`src/rtl/nmr_bstrm_pkg.sv`:
```
// Shared types and helpers for the NMR bitstream datapath.
// Optional feature macro: NMR_BSTRM_UNDERRUN_DET_EN (underrun detection).
package nmr_bstrm_pkg;

    localparam int unsigned DATA_WIDTH_DEF = 120;
    localparam int unsigned HOLD_WIDTH_DEF = 32;

    typedef enum logic [1:0] {
        M_PAT  = 2'd0,
        M_ONE  = 2'd1,
        M_ZERO = 2'd2,
        M_END  = 2'd3
    } mode_e;

    typedef enum logic [1:0] {
        S_IDLE  = 2'd0,
        S_PAT   = 2'd1,
        S_CONST = 2'd2,
        S_END   = 2'd3
    } state_e;

    // Priority seq_end > pattern > all-1s > all-0s; no mode bit decodes as all-0s.
    function automatic mode_e decode_mode(input logic seq_end, input logic pat,
                                          input logic one, input logic zero);
        mode_e m;
        casez ({seq_end, pat, one, zero})
            4'b1???: m = M_END;
            4'b01??: m = M_PAT;
            4'b001?: m = M_ONE;
            default: m = M_ZERO;
        endcase
        return m;
    endfunction

endpackage

```
`src/rtl/nmr_bstrm_buf.sv`:
```
// Single-entry holding buffer for sequencer command words.
// Optional feature macro: NMR_BSTRM_UNDERRUN_DET_EN (not used in this file).
module nmr_bstrm_buf
    import nmr_bstrm_pkg::*;
#(
    parameter int unsigned DATA_WIDTH = DATA_WIDTH_DEF
) (
    input  logic                  CLK,
    input  logic                  RST,
    input  logic                  DPATH_START,
    input  logic [DATA_WIDTH-1:0] data_in,
    input  logic                  seq_end,
    input  logic                  pattern_mode,
    input  logic                  all_1s_mode,
    input  logic                  all_0s_mode,
    input  logic                  pop_i,
    output logic                  DPATH_BUF_RDY,
    output logic                  buf_full_c,
    output logic [DATA_WIDTH-1:0] buf_data_o,
    output mode_e                 buf_mode_o
);

    logic                  rdy_q, rdy_d;
    logic [DATA_WIDTH-1:0] data_q, data_d;
    mode_e                 mode_q, mode_d;

    // Capture only into an empty buffer; a promotion frees it.
    always_comb begin
        rdy_d  = rdy_q;
        data_d = data_q;
        mode_d = mode_q;
        if (DPATH_START && rdy_q) begin
            rdy_d  = 1'b0;
            data_d = data_in;
            mode_d = decode_mode(seq_end, pattern_mode, all_1s_mode, all_0s_mode);
        end else if (pop_i) begin
            rdy_d = 1'b1;
        end
    end

    // Buffer registers; reset discards any held word.
    always_ff @(posedge CLK or posedge RST) begin
        if (RST) begin
            rdy_q  <= 1'b1;
            data_q <= '0;
            mode_q <= M_ZERO;
        end else begin
            rdy_q  <= rdy_d;
            data_q <= data_d;
            mode_q <= mode_d;
        end
    end

    assign DPATH_BUF_RDY = rdy_q;
    assign buf_full_c    = ~rdy_q;
    assign buf_data_o    = data_q;
    assign buf_mode_o    = mode_q;

endmodule

```
`src/rtl/nmr_bstrm_dpath.sv`:
```
// NMR bitstream datapath: turns buffered command words into a serial bit stream.
// Optional feature macro: NMR_BSTRM_UNDERRUN_DET_EN (sticky underrun detection).
module nmr_bstrm_dpath
    import nmr_bstrm_pkg::*;
#(
    parameter int unsigned DATA_WIDTH = DATA_WIDTH_DEF,
    parameter int unsigned HOLD_WIDTH = HOLD_WIDTH_DEF
) (
    input  logic                  CLK,
    input  logic                  RST,
    input  logic                  DPATH_START,
    output logic                  DPATH_BUF_RDY,
    input  logic [DATA_WIDTH-1:0] data_in,
    input  logic                  seq_end,
    input  logic                  pattern_mode,
    input  logic                  all_1s_mode,
    input  logic                  all_0s_mode,
    input  logic                  UNDERRUN_CLR,
    output logic                  BSTRM_OUT,
    output logic                  BSTRM_ACTIVE,
    output logic                  SEQ_DONE,
    output logic                  UNDERRUN
);

    logic                  buf_full_c;
    logic [DATA_WIDTH-1:0] buf_data_c;
    mode_e                 buf_mode_c;
    logic [HOLD_WIDTH-1:0] hold_n_c;

    state_e                state_q, state_d;
    logic [DATA_WIDTH-1:0] shreg_q, shreg_d;
    logic [HOLD_WIDTH-1:0] cnt_q, cnt_d;
    logic                  out_q, out_d;
    logic                  active_q, active_d;
    logic                  done_q, done_d;
    logic                  seg_end_c, promote_c, starved_c, set_inseq_c, clr_inseq_c;

    nmr_bstrm_buf #(.DATA_WIDTH(DATA_WIDTH)) u_buf (
        .CLK          (CLK),
        .RST          (RST),
        .DPATH_START  (DPATH_START),
        .data_in      (data_in),
        .seq_end      (seq_end),
        .pattern_mode (pattern_mode),
        .all_1s_mode  (all_1s_mode),
        .all_0s_mode  (all_0s_mode),
        .pop_i        (promote_c),
        .DPATH_BUF_RDY(DPATH_BUF_RDY),
        .buf_full_c   (buf_full_c),
        .buf_data_o   (buf_data_c),
        .buf_mode_o   (buf_mode_c)
    );

    assign hold_n_c = buf_data_c[HOLD_WIDTH-1:0];

    // Next state: cnt_q counts remaining cycles of the segment including the current one.
    always_comb begin
        state_d     = state_q;
        shreg_d     = shreg_q;
        cnt_d       = cnt_q;
        out_d       = 1'b0;
        active_d    = 1'b0;
        done_d      = 1'b0;
        seg_end_c   = 1'b0;
        promote_c   = 1'b0;
        starved_c   = 1'b0;
        set_inseq_c = 1'b0;
        clr_inseq_c = 1'b0;

        case (state_q)
            S_IDLE:  promote_c = buf_full_c;
            S_PAT: begin
                if (cnt_q == HOLD_WIDTH'(1)) begin
                    seg_end_c = 1'b1;
                end else begin
                    cnt_d    = cnt_q - HOLD_WIDTH'(1);
                    out_d    = shreg_q[DATA_WIDTH-1];
                    shreg_d  = {shreg_q[DATA_WIDTH-2:0], 1'b0};
                    active_d = 1'b1;
                end
            end
            S_CONST: begin
                if (cnt_q == HOLD_WIDTH'(1)) begin
                    seg_end_c = 1'b1;
                end else begin
                    cnt_d    = cnt_q - HOLD_WIDTH'(1);
                    out_d    = out_q;
                    active_d = 1'b1;
                end
            end
            S_END:   state_d = S_IDLE;
        endcase

        if (seg_end_c) begin
            if (buf_full_c) begin
                promote_c = 1'b1;
            end else begin
                state_d   = S_IDLE;
                starved_c = 1'b1;
            end
        end

        if (promote_c) begin
            case (buf_mode_c)
                M_END: begin
                    state_d     = S_END;
                    done_d      = 1'b1;
                    clr_inseq_c = 1'b1;
                end
                M_PAT: begin
                    state_d     = S_PAT;
                    out_d       = buf_data_c[DATA_WIDTH-1];
                    shreg_d     = {buf_data_c[DATA_WIDTH-2:0], 1'b0};
                    cnt_d       = HOLD_WIDTH'(DATA_WIDTH);
                    active_d    = 1'b1;
                    set_inseq_c = 1'b1;
                end
                default: begin
                    state_d     = S_CONST;
                    out_d       = (buf_mode_c == M_ONE);
                    cnt_d       = (hold_n_c == '0) ? HOLD_WIDTH'(1) : hold_n_c;
                    active_d    = 1'b1;
                    set_inseq_c = 1'b1;
                end
            endcase
        end
    end

    // Streaming state and registered outputs.
    always_ff @(posedge CLK or posedge RST) begin
        if (RST) begin
            state_q  <= S_IDLE;
            shreg_q  <= '0;
            cnt_q    <= '0;
            out_q    <= 1'b0;
            active_q <= 1'b0;
            done_q   <= 1'b0;
        end else begin
            state_q  <= state_d;
            shreg_q  <= shreg_d;
            cnt_q    <= cnt_d;
            out_q    <= out_d;
            active_q <= active_d;
            done_q   <= done_d;
        end
    end

    assign BSTRM_OUT    = out_q;
    assign BSTRM_ACTIVE = active_q;
    assign SEQ_DONE     = done_q;

`ifdef NMR_BSTRM_UNDERRUN_DET_EN
    logic inseq_q, inseq_d;
    logic underrun_q, underrun_d;

    // In-sequence tracking and sticky underrun; a new underrun beats a coincident clear.
    always_comb begin
        inseq_d    = inseq_q;
        underrun_d = underrun_q;
        if (set_inseq_c) inseq_d = 1'b1;
        if (clr_inseq_c) inseq_d = 1'b0;
        if (UNDERRUN_CLR) underrun_d = 1'b0;
        if (starved_c && inseq_q) underrun_d = 1'b1;
    end

    // Underrun bookkeeping registers.
    always_ff @(posedge CLK or posedge RST) begin
        if (RST) begin
            inseq_q    <= 1'b0;
            underrun_q <= 1'b0;
        end else begin
            inseq_q    <= inseq_d;
            underrun_q <= underrun_d;
        end
    end

    assign UNDERRUN = underrun_q;
`else
    logic unused_cfg_c;
    assign unused_cfg_c = ^{UNDERRUN_CLR, starved_c, set_inseq_c, clr_inseq_c};
    assign UNDERRUN     = 1'b0;
`endif

endmodule

```
`config.mk`:
```
export PLATFORM = sky130hd
export DESIGN_NAME = nmr_bstrm_dpath
export DESIGN_NICKNAME = d
export VERILOG_FILES = /design/src/rtl/nmr_bstrm_pkg.sv /design/src/rtl/nmr_bstrm_buf.sv /design/src/rtl/nmr_bstrm_dpath.sv
export SDC_FILE = /design/constraint.sdc
export NUM_CORES = 1
export LEC_CHECK = 0
export ABC_AREA = 1
export BUFFER_PORTS_ARGS = -buffer_cell sky130_fd_sc_hd__clkbuf_2
export CORE_ASPECT_RATIO = 0.5
export CORE_MARGIN = 2
export CORE_UTILIZATION = 60
export CTS_CLUSTER_DIAMETER = 40
export CTS_CLUSTER_SIZE = 24
export DETAILED_ROUTE_END_ITERATION = 12
export PLACE_DENSITY_LB_ADDON = 0.12
export SLEW_MARGIN = 20
export SYNTH_ARGS = -nofsm -noshare
export SYNTH_HDL_FRONTEND = slang
export SYNTH_SLANG_ARGS = --single-unit
```
`constraint.sdc`:
```
create_clock -name CLK -period 10.7 [get_ports CLK]
set_input_delay 2.14 -clock CLK [delete_from_list [all_inputs] [get_ports CLK]]
set_output_delay 2.14 -clock CLK [all_outputs]
set_load 0.02 [all_outputs]
```
; ---- Word level (Yosys, flattened, before mapping)
; Index checks and enable logic that the tools add are counted.
; W data, S select, Z words.
[word_totals]
regBits = 280
in_bits = 128
out_inout_bits = 5
elab_cells = 58
[classes]
n_bitwise = 1
eq_ne = 8
addsub = 1
mux = 33
n_reduce_logical = 6
[ops]
columns = cell, n
row1 = $mux W120, 4
row2 = $mux W32, 4
row3 = $pmux W32 S2, 1
row4 = $eq A32 B1 Y1 const B, 1
row5 = $logic_not A32 Y1, 1
row6 = $sub A32 B1 Y32 const B, 1
row7 = $mux W1, 16
row8 = $mux W2, 4
row9 = $eq A2 B1 Y1 const B, 3
row10 = $eq A2 B2 Y1 const B, 3
row11 = $pmux W2 S3, 1
row12 = $logic_not A2 Y1, 2
row13 = $pmux W1 S2, 2
row14 = $pmux W2 S2, 1
row15 = $eq A3 B1 Y1 const B, 1
row16 = $reduce_bool A2 Y1, 1
row17 = $reduce_or A2 Y1, 1
row18 = $logic_and A1 B1 Y1, 1
row19 = $not A1 Y1, 1

; ---- Logic depth before layout (Yosys ltp)
[logic_depth]
depth_word = 6
mapped_depth = 15
ltp_nobuf = 14

; ---- Hierarchy
; Synthesis repeated with hierarchy kept, for this count alone.
[hier_totals]
cells_unflattened = 1862
area_unflattened_um2 = 13685.6
[modules_own_cells]
columns = module, area_each_um2, n_inst, cells_per_inst, seq_area_each_um2
row1 = nmr_bstrm_dpath, 9019.9, 1, 1336, 3928.8
row2 = nmr_bstrm_buf, 4665.7, 1, 526, 3080.5

; ---- Worst setup path before layout
; Ideal clock, no wire load.
[synth_timing]
path_type = input port to flip-flop
start = input DPATH_START
end = register u_buf.data_q[30], in the netlist u_buf.buf_data_o[30]
n_path_buf = 2
t_required_ns = 10.567
arrival_time_ns = 2.982
cell_stages = 5
setup_slack_ns = 7.585
setup_ns = 0.133
path_cell_list = nand2_1 inv_1 clkbuf_1 clkbuf_1 o21ai_0
[synth_via]
elab_chain_cells = 1
[synth_rtl]
columns = element, line_no
row1 = start: declaration, nmr_bstrm_dpath.sv:11  ; input logic DPATH_START,
row2 = $logic_and A1 B1 Y1, nmr_bstrm_buf.sv:32  ; if (DPATH_START && rdy_q) begin
row3 = end signal: assignment, nmr_bstrm_buf.sv:49  ; data_q <= data_d;
row4 = end: declaration, nmr_bstrm_buf.sv:24  ; logic [DATA_WIDTH-1:0] data_q, data_d;
; Every way passes these cells.
; A chain may end at the register's enable or synchronous reset.

; ---- Worst setup path in the final report
[layout_timing]
start = input DPATH_START
end = register u_buf.data_q[100], in the netlist u_buf.buf_data_o[100]
; Same word-level chain as after synthesis.

==> qor.yml <==
die_w_microns: 218
seq_area_frac_synth_pct: 51.1
grt_pass1_wl_microns: 52000
gr-total-overflow: 0
drt-total-wl_microns: 30700
critical_path_arrival_ns: 4.44
worst_setup_path_end_kind: "flip-flop"
io_buffers: 129
gp_congestion: 0.928
synth_area_leader_cell: "dfrtp_1"
run_status: "complete, no violations"
detail_route.first_pass.iterations: 5
cts_hold_buffers: 0
clockBufferDepth: 3
hold_path_class: "reg -> reg"
clkSlewWorstSetupHoldPaths_ns: 0.08
yosys_warnings: 0
ant_nets: 0
irDropWorstVdd_v: 0.000183
grt_pass1_vias: 10900
grt.total_usage_pct: 26.1
clock-root-buffer: "clkbuf_16"
syn_to_final_growth_pct: 11.5
antenna_found_initial: 0
drc: 0
synth_top_area_share_pct: 50.7
initial_core_util_pct: 60.6
cts_tree: "built"
ioPinCount: 133
clk_latency_ns: 0.56
synthDistinctLibCells: 33
synth_area_per_cell_sq_um: 7.56
cts_buffers: 27
synthArstFlopShare_pct: 100
timing.final.crit_share_pct: 38.0
num_rows: 39
setup_viol: 0
max-slew-margin-rel_pct: 27.5
leakage_nw: 7.75
worstSetupPathType: "in -> reg"
grt_max_degree: 180
synth_ff_type: "dfrtp_1"
fmax_mhz: 246
drt_iter0_drc: 977
synth-seq-cells: 280
num_antenna_cells: 0
p_total_mw: 4.52
synthesis.area_sq_um: 13700
finalMaxSlewViolations: 0
syn_nets: 1952
synthTopCellsByCount: "nand2_1, dfrtp_1, inv_1"
cts_resized: 0
die_area_sq_um: 24200
tightest_slew_ns: 1.09
drt-wirelength-per-cell_microns: 13.9
cts_setup_buffers: 0
core_area_sq_um: 22600
hpwl_microns: 19200
drive_above_1_share_pct: 11.0
syn_inst: 1814
hold_viol: 0
rsz0062_at_grt: "no"
ys_top_cells_by_area: "dfrtp_1, nand2_1, o21ai_0"
period_needed_ns: 4.06
via_per_inst: 5.15
synth_most_common_cell: "nand2_1"
crit_required_ns: 11.08
finClkSkew_ns: 0.0229
power_density_nw_per_um2: 296
cts_sinks: 280
cap_violations: 0
nets: 2022
synth_enable_flop_cells: 0
dr_total_vias: 11400
die_y_microns: 111
setup_tns_ns: 0
critPathMaxFanout: 98
cts_htree_levels: 1
start_kind: "primary input"
==> report_power, final <==
group | switching [mW] | internal (mW) | leakage [nW]
Combinational | 1.22 | 0.542 | 3.73
Sequential | 0.246 | 1.50 | 3.56
Clock | 0.496 | 0.512 | 0.459
Total | 1.96 | 2.56 | 7.75
==> flip-flops by register name, indices dropped and copies added (netlist names) <==
register,flops
BSTRM_ACTIVE,1
state_q,2
u_buf.buf_data_o,120
cnt_q,32
SEQ_DONE,1
u_buf.buf_mode_o,2
BSTRM_OUT,1
u_buf.DPATH_BUF_RDY,1
shreg_q,120
==> worst paths after layout <==
check | slack, ns | end | startpoint | depth (start not counted)
max | 6.64 | u_buf.buf_data_o[100]$_DFFE_PP0P_ | DPATH_START | 6
min | 0.48 | u_buf.buf_data_o[80]$_DFFE_PP0P_ | u_buf.buf_data_o[80]$_DFFE_PP0P_ | 2
max reg2reg | 7.10 | shreg_q[22]$_DFF_PP0_ | state_q[0]$_DFF_PP0_ | 9
min reg2reg | 0.48 | u_buf.buf_data_o[80]$_DFFE_PP0P_ | u_buf.buf_data_o[80]$_DFFE_PP0P_ | 2
max in group asynchronous | 6.87 | cnt_q[18]$_DFF_PP0_ | RST | 4
min in group asynchronous | 1.69 | u_buf.buf_data_o[77]$_DFFE_PP0P_ | RST | 2
==> metal layers <==
layer | vias up | routed length (microns) | share of wire [%] | track usage (%)
met5 | - | 0 | 0 | 0
met4 | 0 | 405 | 1.3 | 4.76
met3 | 33 | 1300 | 4.2 | 3.65
met2 | 214 | 14400 | 47 | 43.1
met1 | 5369 | 14600 | 48 | 37.5
li1 | 5762 | - | - | -
==> worst max-delay path, stage by stage <==
cell,delay [ns]
clkbuf_2,0.10
nand2_2,0.06
buf_4,0.31
inv_4,0.68
buf_4,0.80
o21ai_0,0.23
==> cells in the final DEF (no fill, tap or decap), drive strengths merged <==
cell / count
o21bai: 2
clkinvlp: 2
ha: 10
o21ai: 280
inv: 240
nor3: 5
nand3b: 2
conb: 1
or2: 3
clkinv: 8
nand4: 8
xor2: 9
clkbuf: 157
xnor2: 12
o211ai: 3
dfstp: 2
nor4: 3
nor2: 78
buf: 7
nand2: 689
and3b: 1
dfrtp: 278
a21oi: 15
nand3: 89
==> layout make-up <==
| cell class | count | area (sq um) |
|---|---|---|
| clock buffer | 28 | 689 |
| clock inverter | 21 | 262 |
| fill | 1994 | 7350 |
| inverter | 229 | 880 |
| multi-input combinational | 1210 | 5360 |
| sequential | 280 | 7010 |
| tap | 307 | 384 |
| timing repair buffer | 136 | 702 |
==> kinds of logic after synthesis <==
family | synth area share (%)
flops | 51.1
fa+ha+maj | 0.912
compound gates | 11.1
buf+inv | 9.94
xor+xnor | 1.34
other cells | 0.0273
simple gates | 25.6
==> per-stage QoR <==
step / utilization, % / setup WS [ns] / std cells / hold WS [ns] / cell area (sq um)
final: 67.5 / 6.64 / 2211 / 0.481 / 15300
after global routing: 67.5 / 6.42 / 2211 / 0.505 / 15300
after CTS: 67.5 / 6.51 / 2211 / 0.487 / 15300
after detailed placement: 63.3 / 5.92 / 2162 / 0.466 / 14300
after global placement: 63.3 / 5.99 / 2162 / 0.464 / 14300
after floorplan: - / 0.841 / 1814 / 0.449 / 13700
Note: power is estimated with default switching activity, not from simulation.
